===== config.mk =====
export PLATFORM = sky130hd
export DESIGN_NAME = alu_arbiter
export DESIGN_NICKNAME = d
export VERILOG_FILES = /design/src/rtl/alu_arbiter.sv
export SDC_FILE = /design/constraint.sdc
export NUM_CORES = 1
export LEC_CHECK = 0
export BUFFER_PORTS_ARGS = -buffer_cell sky130_fd_sc_hd__clkbuf_2
export CAP_MARGIN = 20
export CORE_AREA = 2 2 109 111
export CTS_CLUSTER_SIZE = 10
export DETAILED_ROUTE_END_ITERATION = 8
export DIE_AREA = 0 0 111 113
export PLACE_DENSITY = 0.86
export SLEW_MARGIN = 0
export SYNTH_ARGS = -nofsm -noshare
export SYNTH_HDL_FRONTEND = slang
export SYNTH_SLANG_ARGS = --single-unit

===== constraint.sdc =====
create_clock -name clk -period 4.7 [get_ports clk]
set_clock_uncertainty 0.1 [all_clocks]
set_input_delay 0.235 -clock clk [delete_from_list [all_inputs] [get_ports clk]]
set_output_delay 0.235 -clock clk [all_outputs]
set_load 0.05 [all_outputs]

===== src/rtl/alu_arbiter.sv =====
// Two-requester round-robin arbiter that time-shares one combinational ALU.
// Operands are registered, held for EXEC_CYCLES, then the result is returned with the requester ID.
module alu_arbiter #(
    parameter int DATA_WIDTH  = 32,
    parameter int OP_WIDTH    = 4,
    parameter int EXEC_CYCLES = 1
) (
    input  logic                  clk,
    input  logic                  reset,

    input  logic                  req0_valid,
    output logic                  req0_ready,
    input  logic [OP_WIDTH-1:0]   req0_op,
    input  logic [DATA_WIDTH-1:0] req0_a,
    input  logic [DATA_WIDTH-1:0] req0_b,

    input  logic                  req1_valid,
    output logic                  req1_ready,
    input  logic [OP_WIDTH-1:0]   req1_op,
    input  logic [DATA_WIDTH-1:0] req1_a,
    input  logic [DATA_WIDTH-1:0] req1_b,

    output logic [OP_WIDTH-1:0]   alu_op,
    output logic [DATA_WIDTH-1:0] alu_a,
    output logic [DATA_WIDTH-1:0] alu_b,
    input  logic [DATA_WIDTH-1:0] alu_result,
    input  logic                  alu_zero,

    output logic                  resp_valid,
    input  logic                  resp_ready,
    output logic                  resp_id,
    output logic [DATA_WIDTH-1:0] resp_result,
    output logic                  resp_zero
);

    typedef enum logic [1:0] {
        IDLE = 2'd0,
        EXEC = 2'd1,
        RESP = 2'd2
    } state_t;

    localparam logic [3:0] CNT_INIT = 4'(EXEC_CYCLES - 1);

    state_t                state_q, state_d;
    logic                  last_grant_q, last_grant_d;
    logic [3:0]            cnt_q, cnt_d;
    logic [OP_WIDTH-1:0]   op_q, op_d;
    logic [DATA_WIDTH-1:0] a_q, a_d;
    logic [DATA_WIDTH-1:0] b_q, b_d;
    logic [DATA_WIDTH-1:0] result_q, result_d;
    logic                  zero_q, zero_d;
    logic                  id_q, id_d;

    logic grant;
    logic accept;

    // With both requesting, the one not served last time wins.
    always_comb begin
        if (req0_valid && req1_valid) begin
            grant = ~last_grant_q;
        end else begin
            grant = req1_valid;
        end
    end

    assign req0_ready = !reset && (state_q == IDLE) && !grant && req0_valid;
    assign req1_ready = !reset && (state_q == IDLE) &&  grant && req1_valid;
    assign accept     = req0_ready || req1_ready;

    always_comb begin
        // NOTE: every next-state signal gets its hold value first so no path leaves it unassigned (no latch).
        state_d      = state_q;
        last_grant_d = last_grant_q;
        cnt_d        = cnt_q;
        op_d         = op_q;
        a_d          = a_q;
        b_d          = b_q;
        result_d     = result_q;
        zero_d       = zero_q;
        id_d         = id_q;

        unique case (state_q)
            IDLE: begin
                if (accept) begin
                    op_d         = grant ? req1_op : req0_op;
                    a_d          = grant ? req1_a  : req0_a;
                    b_d          = grant ? req1_b  : req0_b;
                    id_d         = grant;
                    last_grant_d = grant;
                    cnt_d        = CNT_INIT;
                    state_d      = EXEC;
                end
            end
            EXEC: begin
                if (cnt_q == 4'd0) begin
                    result_d = alu_result;
                    zero_d   = alu_zero;
                    state_d  = RESP;
                end else begin
                    cnt_d = cnt_q - 4'd1;
                end
            end
            RESP: begin
                if (resp_ready) begin
                    state_d = IDLE;
                end
            end
            default: state_d = IDLE;
        endcase
    end

    // NOTE: state registers use non-blocking assignments so every flop samples pre-edge values.
    always_ff @(posedge clk or posedge reset) begin
        if (reset) begin
            state_q      <= IDLE;
            last_grant_q <= 1'b1;
            cnt_q        <= '0;
            op_q         <= '0;
            a_q          <= '0;
            b_q          <= '0;
            result_q     <= '0;
            zero_q       <= 1'b0;
            id_q         <= 1'b0;
        end else begin
            state_q      <= state_d;
            last_grant_q <= last_grant_d;
            cnt_q        <= cnt_d;
            op_q         <= op_d;
            a_q          <= a_d;
            b_q          <= b_d;
            result_q     <= result_d;
            zero_q       <= zero_d;
            id_q         <= id_d;
        end
    end

    // ALU inputs come only from the operand registers, so they hold through IDLE and RESP.
    assign alu_op      = op_q;
    assign alu_a       = a_q;
    assign alu_b       = b_q;
    assign resp_valid  = (state_q == RESP);
    assign resp_id     = id_q;
    assign resp_result = result_q;
    assign resp_zero   = zero_q;

endmodule


==> results of run 1 <==
worst paths after layout:
check,startpoint,end,slack (ns)
max,last_grant_q,req1_ready,2.35
min,alu_result[17],resp_result[17],0.02
max reg2reg,state_q[0],alu_b[16],2.52
min reg2reg,resp_id,resp_id,0.39
max in group asynchronous,reset,alu_b[16],2.93
min in group asynchronous,reset,cnt_q[2],0.53
power by group:
| group | internal [mW] | switching [mW] |
|---|---|---|
| Clock | 0.373 | 0.359 |
| Sequential | 1.42 | 0.265 |
| Combinational | 0.961 | 2.22 |
state kept, by name, summed over array words and instances, names as in the netlist:
| signal | count |
|---|---|
| last_grant_q | 1 |
| alu_op | 4 |
| state_q | 2 |
| alu_b | 32 |
| alu_a | 32 |
| cnt_q | 4 |
| resp_result | 32 |
| resp_id | 1 |
| resp_zero | 1 |
cell type report:
type	instances	area, um2
fill	885	4420
clock inverter	7	65.1
tap	143	179
timing repair buffer	284	1460
sequential	109	2730
inverter	5	21.3
multi-input combinational	199	2170
clock buffer	9	225
stage by stage:
stage / instance area, um2 / hold slack (ns)
final: 6850 / 0.0221
after global placement: 6510 / 0.334
after detailed placement: 6510 / 0.352
after floorplan: 5020 / 0.238
after CTS: 6820 / 0.00955
after global routing: 6850 / 0.0102
per-layer routing:
| layer | wire length [um] | track usage, % | vias up |
|---|---|---|---|
| met5 | 0 | 0 | - |
| met4 | 183 | 5.67 | 0 |
| met3 | 775 | 5.30 | 15 |
| met2 | 6240 | 34.3 | 160 |
| met1 | 4290 | 20.0 | 1784 |
| li1 | - | - | 1742 |
cells in the final DEF, fill, tap and decap left out, types with 3 or more instances in the layout:
| cell type | instances |
|---|---|
| clkbuf_16 | 9 |
| o21ai_0 | 3 |
| buf_4 | 3 |
| inv_1 | 4 |
| dfrtp_1 | 108 |
| mux2_4 | 9 |
| nand2b_1 | 3 |
| nand2_1 | 3 |
| mux2_2 | 160 |
| inv_8 | 3 |
| clkbuf_2 | 278 |
| clkinv_4 | 3 |
kinds of logic (layout without fill, tap and decap cells):
| logic type | Yosys count | count (layout) | synth area share (%) |
|---|---|---|---|
| flops | 109 | 109 | 54.3 |
| mux | 170 | 170 | 38.8 |
| fa+ha+maj | 2 | 2 | 0.498 |
| buf+inv | 22 | 305 | 2.74 |
| compound gates | 10 | 10 | 1.27 |
| simple gates | 17 | 17 | 2.42 |
==> out/qor.csv, run 1 <==
metric;value;unit
Port Buffers;278;
Synth Register Bits;109;
max-cap viol count;0;
Max Root-Sink Buffers;2;
Antenna Nets Post-Route;0;
Avg Inst Size Synth;15.2;um2
static leakage;3.42;nW
Final WS setup;2.35;ns
core area;0.0113;mm2
area added between synthesis and finish;36.3;%
Final Non-Filler Cells;756;
HPWL Detailed;8.91;mm
layout cell share with drive strength beyond 1;77.2;%
Post-synth top cells;mux2_2 (160), dfrtp_1 (108), buf_2 (10);
# rows;39;
R2R depth;4;
net count after synthesis;506;
Routed WL;11.5;mm
EDFF count, synth;0;
global placer's final weighted congestion;0.782;
CP max stage cell;buf_4;
clock sinks;109;
Setup Crit Path Kind;reg -> out;
CTS tree;built;
Post-CTS Setup Inserts;0;
Critical Path, Cell by Cell;a21boi_4, buf_4, and2_1, clkbuf_2;
Pre-antenna DRT Iters;4;
main area contributors after synthesis;dfrtp_1 (54%), mux2_2 (36%), mux2_4 (2.7%);
share of the synthesized area in the top cell type;53.8;%
Hold Crit Depth;2;
Setup WS pre-CTS;2.22;ns
DRC viols;0;
I/O pins;279;
status;complete, no violations;
Synth Flop Type;dfrtp_1;
most numerous cell in the Yosys netlist;mux2_2;
Buf/Inv on CP;2;
final core occ;60.8;%
CTS H-tree lvls;3;
Reg clk slew, reported paths;0.07;ns
initial antenna violation count;0;
Max Freq;425;MHz
die height;113;um
endpoints failing hold;0;
Layout Nets;784;
actual slew at the worst max-slew pin;0.862;ns
first-pass GRT wire length;18.6;mm
root buffer cell;clkbuf_16;
Max-slew headroom;42.5;%
TNS Setup;0;ns
CP Launch Type;register;
total power after layout;5.60;mW
period utilization;50.1;%
Worst EP required;4.37;ns
count of final setup violators;0;
initial DRC count;69;
sequential cell area fraction in the yosys report;54.3;%
Worst-Skew Late Latency;0.34;ns
Synth cell types;30;
Synth area leader;dfrtp_1;
Max VDD drop;0.485;mV
vias per inst;4.90;
Initial Util;44.6;%
pwr dens;818;mW/mm2
Async S/R FF share, synth;100;%
mapped cell area;0.00502;mm2
Yosys warning total;0;
minimum clock period;2.35;ns
crit path DAT;2.02;ns
Top delay family on crit path;buffers and inverters;
Setup crit end kind;output port;
Critical Path Fanout Max;70;
vias in the first global route;4020;
via count;3701;
die area;0.0125;mm2
RSZ-0062 raised after global routing;false;
Post-Place Cells;737;
antenna diode count;0;
cts hold-fix bufs;2;
Worst Hold Class;in -> reg;
crit-path max cell delay;0.64;ns
cts bufs inserted;9;
Post-CTS Resized;0;
WP depth;4;
Cells after Synth;330;
pin count of the biggest net entering global routing;71;
gr usage total;18.3;%
WL/cell;15.2;um
Die Wd;111;um
Final Max Tran Viols;0;
gr ovfl total;0;
Power figures use the tool's default switching activity.
==> run 2: changes to the inputs <==
- CORE_AREA: 2 2 109 111 -> unset
- CORE_MARGIN: unset -> 2
- CORE_UTILIZATION: unset -> 45
- DIE_AREA: 0 0 111 113 -> unset
- PLACE_DENSITY: 0.86 -> 0.87
- clock period: 4.7 -> 2.4 ns (I/O delays scaled with it)
==> run 2 against run 1 <==
  * Combinational power up 100%
  * Clock power up 82%
  * Worst hold slack worse by 0.0066 ns
  * Non-clock buffer count up 79
  * Setup slack worse by 2.3 ns
  * Highest routed layer unchanged
==> out/qor.csv, run 2 (synthesis gave the netlist of run 1 again) <==
metric;value;unit
Max-slew headroom;69.2;%
RSZ-0062 raised after global routing;false;
Reg clk slew, reported paths;0.10;ns
power share of the sequential group;29.9;%
Critical Path Fanout Max;6;
reg2reg start;last_grant_q;
Post-CTS Resized;0;
Die Wd;110;um
cts bufs inserted;9;
sequential cell area;0.00273;mm2
# rows;38;
final core occ;69.9;%
clock sinks;109;
worst reg2reg setup slack;0.18;ns
Comb pwr share;58.1;%
minimum clock period;2.31;ns
Layout Nets;863;
gr ovfl total;0;
CTS tree;built;
Critical Path, Cell by Cell;dlygate4sd3_1, clkbuf_2, a21boi_4, buf_4, mux2_2, dlygate4sd3_1, mux2_2;
Setup WS pre-CTS;0.248;ns
pwr dens;1460;mW/mm2
layout cell share with drive strength beyond 1;69.5;%
Worst Hold Class;in -> reg;
status;complete, no violations;
global placer's final weighted congestion;0.757;
r2r endpoint;alu_a[30];
crit-path max cell delay;0.58;ns
min-delay src;req0_b[12];
Antenna Nets Post-Route;0;
Hold Crit Endpoint;alu_b[12];
Final WS setup;0.0886;ns
footprint of the multi-input gates;0.00217;mm2
period utilization;96.3;%
net switching share of the total power;50.2;%
area added between synthesis and finish;51.4;%
Max Freq;433;MHz
initial DRC count;130;
DRC viols;0;
commonest non-fill, non-tap cell in the layout;clkbuf_2;
Setup crit end kind;register;
TNS Setup;0;ns
max-cap viol count;0;
Max Root-Sink Buffers;2;
Max VDD drop;0.967;mV
internal cell power;5.52;mW
Psw;5.57;mW
Final Non-Filler Cells;833;
Worst-Skew Late Latency;0.36;ns
clock network fraction of total power;12.0;%
Pre-antenna DRT Iters;4;
Post-Place Cells;741;
worst hold slack;0.0154;ns
total power after layout;11.1;mW
via count;4042;
I/O pins;279;
root buffer cell;clkbuf_8;
R2R depth;5;
placed cell areas;0.00661;mm2
static leakage;3.74;nW
die height;110;um
CTS H-tree lvls;3;
pin count of the biggest net entering global routing;59;
WL/cell;16.3;um
first-pass GRT wire length;20.6;mm
HPWL Detailed;9.38;mm
Hold Crit Depth;3;
crit path DAT;2.48;ns
endpoints failing hold;0;
CP Launch Type;primary input;
Final Cell Area;0.00761;mm2
vias in the first global route;4268;
count of final setup violators;0;
Port Buffers;278;
Setup Crit Path Kind;in -> reg;
vias per inst;4.85;
Initial Util;46.1;%
core area;0.0109;mm2
initial antenna violation count;1;
die area;0.0120;mm2
actual slew at the worst max-slew pin;0.461;ns
CP max stage cell;dlygate4sd3_1;
Worst EP required;2.56;ns
fillers;732;
commonest non-fill, non-tap cells in the layout;clkbuf_2 (278), mux2_2 (160), dfrtp_1 (108), dlygate4sd3_1 (72), clkbuf_8 (10);
gr usage total;22.5;%
Final Max Tran Viols;0;
Routed WL;13.6;mm
==> run 2: cell count changes in the layout (fill, tap and decap cells not counted), moves of 3 or more <==
cell,change
inv_8,-3
clkbuf_8,+10
clkbuf_16,-9
buf_12,+4
bufinv_16,+3
buf_4,+6
dlygate4sd3_1,+70
==> run 2: critical path: cells and delay by family <==
kind                   cells  cell delay, ns
AOI/OAI and AO/OA          1            0.28
muxes                      2            0.61
buffers and inverters      4            1.45
==> run 2: per-layer routing <==
layer / GRT usage (%) / share of wire (%)
met5: 0 / 0
met1: 24.7 / 37
met4: 9.04 / 2.3
met2: 40.9 / 54
met3: 6.46 / 7.2
==> run 2: final cells by class <==
type	instances	area share, %
multi-input cells	199	28.5
repair buffers	363	29.7
flip-flops and latches	109	35.9
clock inverters	5	1.41
well taps	140	2.30
clock buffers	11	1.86
inverters	5	0.296
diodes	1	0.0329
==> run 2: power by group through the flow <==
stage,registers (mW),logic (mW),clock network [mW]
4_1_cts,3.30,6.43,1.37
5_1_grt,3.43,6.73,1.44
6_report,3.32,6.44,1.33
3_5_place_dp,3.33,6.32,0
2_1_floorplan,6.39,1.76,0
3_3_place_gp,3.29,6.18,0
==> run 2: how the worst max path moves through the flow <==
stage	from	end
floorplan	state_q[0]	req0_ready
global placement	cnt_q[0]	resp_zero
detailed placement	cnt_q[1]	resp_result[25]
CTS	req1_valid	alu_a[18]
global route	cnt_q[1]	resp_result[27]
finish	req1_valid	alu_a[30]
==> run 2: what timing repair did <==
action                                 in CTS  in global routing
setup endpoints to repair                   0                  4
setup buffers                               0                  3
hold buffers                               69                  3
endpoints found under the hold margin      71                  3
==> run 3: changes to the inputs <==
- ABC_AREA: unset -> 1
- CORE_UTILIZATION: 45 -> 46
- RECOVER_POWER: unset -> 25
==> run 3 against run 2 <==
  * Global-route usage up 7.5 points
  * Power is 2.4% lower
  * Synthesized area increased by 6.0%
  * Combinational power down 6.4%
  * Final area increased by 7.1%
  * Non-clock buffer count rose by 45
  * Sequential power shrank 3%
  * Register-to-register slack better by 0.02 ns
  * Critical path type is now reg -> reg
  * Largest power group unchanged
==> out/qor.csv, run 3 <==
metric;value;unit
status;complete, no violations;
root buffer cell;clkbuf_16;
static leakage;4.65;nW
Setup crit end kind;register;
Async S/R FF share, synth;100;%
I/O pins;279;
layout cell share with drive strength beyond 1;21.9;%
Initial Util;46.8;%
CTS H-tree lvls;3;
first-pass GRT wire length;30.2;mm
die height;112;um
Hold Crit Depth;5;
Final Max Tran Viols;0;
crit-path max cell delay;0.55;ns
Cells after Synth;712;
mapped cell area;0.00532;mm2
CTS tree;built;
WL/cell;15.1;um
Critical Path Fanout Max;37;
vias in the first global route;6258;
fillers;834;
Max Freq;455;MHz
Worst Hold Class;in -> reg;
Post-CTS Setup Inserts;0;
Max Root-Sink Buffers;2;
commonest non-fill, non-tap cell in the layout;nand2_1;
power share of the sequential group;29.7;%
count of final setup violators;0;
EDFF count, synth;0;
Synth Flop Type;dfrtp_1;
commonest non-fill, non-tap cells in the layout;nand2_1 (389), clkbuf_2 (200), dlygate4sd3_1 (120), dfrtp_1 (108), clkbuf_1 (78);
main area contributors after synthesis;dfrtp_1 (51%), nand2_1 (27%), nand3_1 (6.7%);
gr usage total;30.0;%
CP max stage cell;dfstp_2;
sequential cell area fraction in the yosys report;51.3;%
core area;0.0114;mm2
Pre-antenna DRT Iters;8;
Worst EP required;2.59;ns
max-cap viol count;0;
R2R depth;8;
cts bufs inserted;9;
crit path DAT;2.39;ns
initial DRC count;580;
M3 GR Usage;5.77;%
period utilization;91.6;%
met2 GRT Util;54.2;%
Antenna Nets Post-Route;0;
most numerous cell in the Yosys netlist;nand2_1;
Max VDD drop;1.02;mV
RSZ-0062 raised after global routing;false;
initial antenna violation count;0;
minimum clock period;2.20;ns
total power after layout;10.8;mW
WP depth;8;
clock sinks;109;
antenna diode count;0;
Buf/Inv on CP;2;
pwr dens;1330;mW/mm2
gr ovfl total;0;
Port Buffers;278;
area added between synthesis and finish;52.9;%
# rows;39;
worst hold slack;0.00436;ns
TNS Setup;0;ns
DRC viols;0;
clock network fraction of total power;14.5;%
Post-synth top cells;nand2_1 (389), dfrtp_1 (108), nand3_1 (71);
via count;6282;
vias per inst;5.08;
net count after synthesis;888;
Routed WL;18.6;mm
share of the synthesized area in the top cell type;50.8;%
Comb pwr share;55.7;%
most frequent CP cell;nand2_1;
Synth area leader;dfrtp_1;
met1 global-route usage;34.7;%
actual slew at the worst max-slew pin;1.33;ns
Critical Path, Cell by Cell;nand2_4, nand2_8, buf_6, nand2_1, nand2_1, dlygate4sd3_1, nand2_1, nand2_1;
Avg Inst Size Synth;7.48;um2
Die Wd;112;um
Reg clk slew, reported paths;0.08;ns
final core occ;71.6;%
Max-slew headroom;11.2;%
die area;0.0125;mm2
net switching share of the total power;55.3;%
HPWL Detailed;10.3;mm
Setup Crit Path Kind;reg -> reg;
CP Launch Type;register;
Synth Register Bits;109;
pin count of the biggest net entering global routing;109;
Synth cell types;25;
internal cell power;4.84;mW
Layout Nets;1264;
Psw;5.98;mW
GRT busiest layer;met2;
global placer's final weighted congestion;0.776;
Yosys warning total;0;
Top delay family on crit path;buffers and inverters;
Worst-Skew Late Latency;0.35;ns
endpoints failing hold;0;
## run 3: stage by stage
step | cell area, um2 | setup WS, ns | instances
finish | 8140 | 0.202 | 1236
global route | 8140 | 0.0729 | 1236
CTS | 8240 | 0.0890 | 1236
detailed placement | 6730 | 0.548 | 1100
floorplan | 5340 | -0.458 | 712
global placement | 6730 | 0.590 | 1100
## run 3: path summary, 6_finish.rpt
check                                   from            to  slack, ns
worst max register to register  last_grant_q     alu_b[22]       0.20
worst min-delay path              req1_b[21]     alu_b[21]      0.004
worst max-delay path            last_grant_q     alu_b[22]       0.20
max in group asynchronous              reset      alu_b[9]       0.40
min in group asynchronous              reset  last_grant_q       0.45
worst min register to register      alu_a[0]      alu_a[0]       0.37
## run 3: metal layers
metal / routed length [um] / up-vias
met3: 1510 / 64
met1: 6900 / 2908
met2: 9510 / 364
met4: 727 / 0
li1: - / 2946
met5: 0 / -
## run 3: repair_timing
action                                  in CTS  in global routing
endpoints found under the setup margin       0                  5
resized for setup                            0                  2
hold buffers                               120                  0
endpoints found under the hold margin       99                  0
## run 3: cell families after synthesis
| logic type | Yosys count | share of synthesized area, % |
|---|---|---|
| and+or+nand+nor | 482 | 37.2 |
| AOI/OAI and AO/OA | 35 | 3.34 |
| DFF | 109 | 51.3 |
| adders and majority gates | 2 | 0.470 |
| buffers and inverters | 84 | 7.73 |
## run 3: worst register-to-register path: stages, from the launching register on
cell,delay (ns)
dfstp_2,0.55
nand2_4,0.07
nand2_8,0.20
buf_6,0.31
nand2_1,0.12
nand2_1,0.09
dlygate4sd3_1,0.55
nand2_1,0.06
nand2_1,0.09
## run 3: layout make-up
| type | count | area (um2) | share of cell area [%] |
|---|---|---|---|
| tap | 143 | 179 | 2.20 |
| clock buffer | 10 | 239 | 2.93 |
| multi-input combinational | 519 | 2190 | 26.9 |
| clock inverter | 6 | 75.1 | 0.922 |
| inverter | 41 | 155 | 1.91 |
| timing repair buffer | 408 | 2570 | 31.6 |
| sequential | 109 | 2730 | 33.5 |
## run 3: power groups by stage
stage	registers (mW)	clock network [mW]	logic, mW
finish	3.22	1.57	6.03
floorplan	5.96	0	1.75
global route	3.31	1.66	6.43
detailed placement	3.21	0	5.87
global placement	3.19	0	5.75
CTS	3.19	1.59	6.08
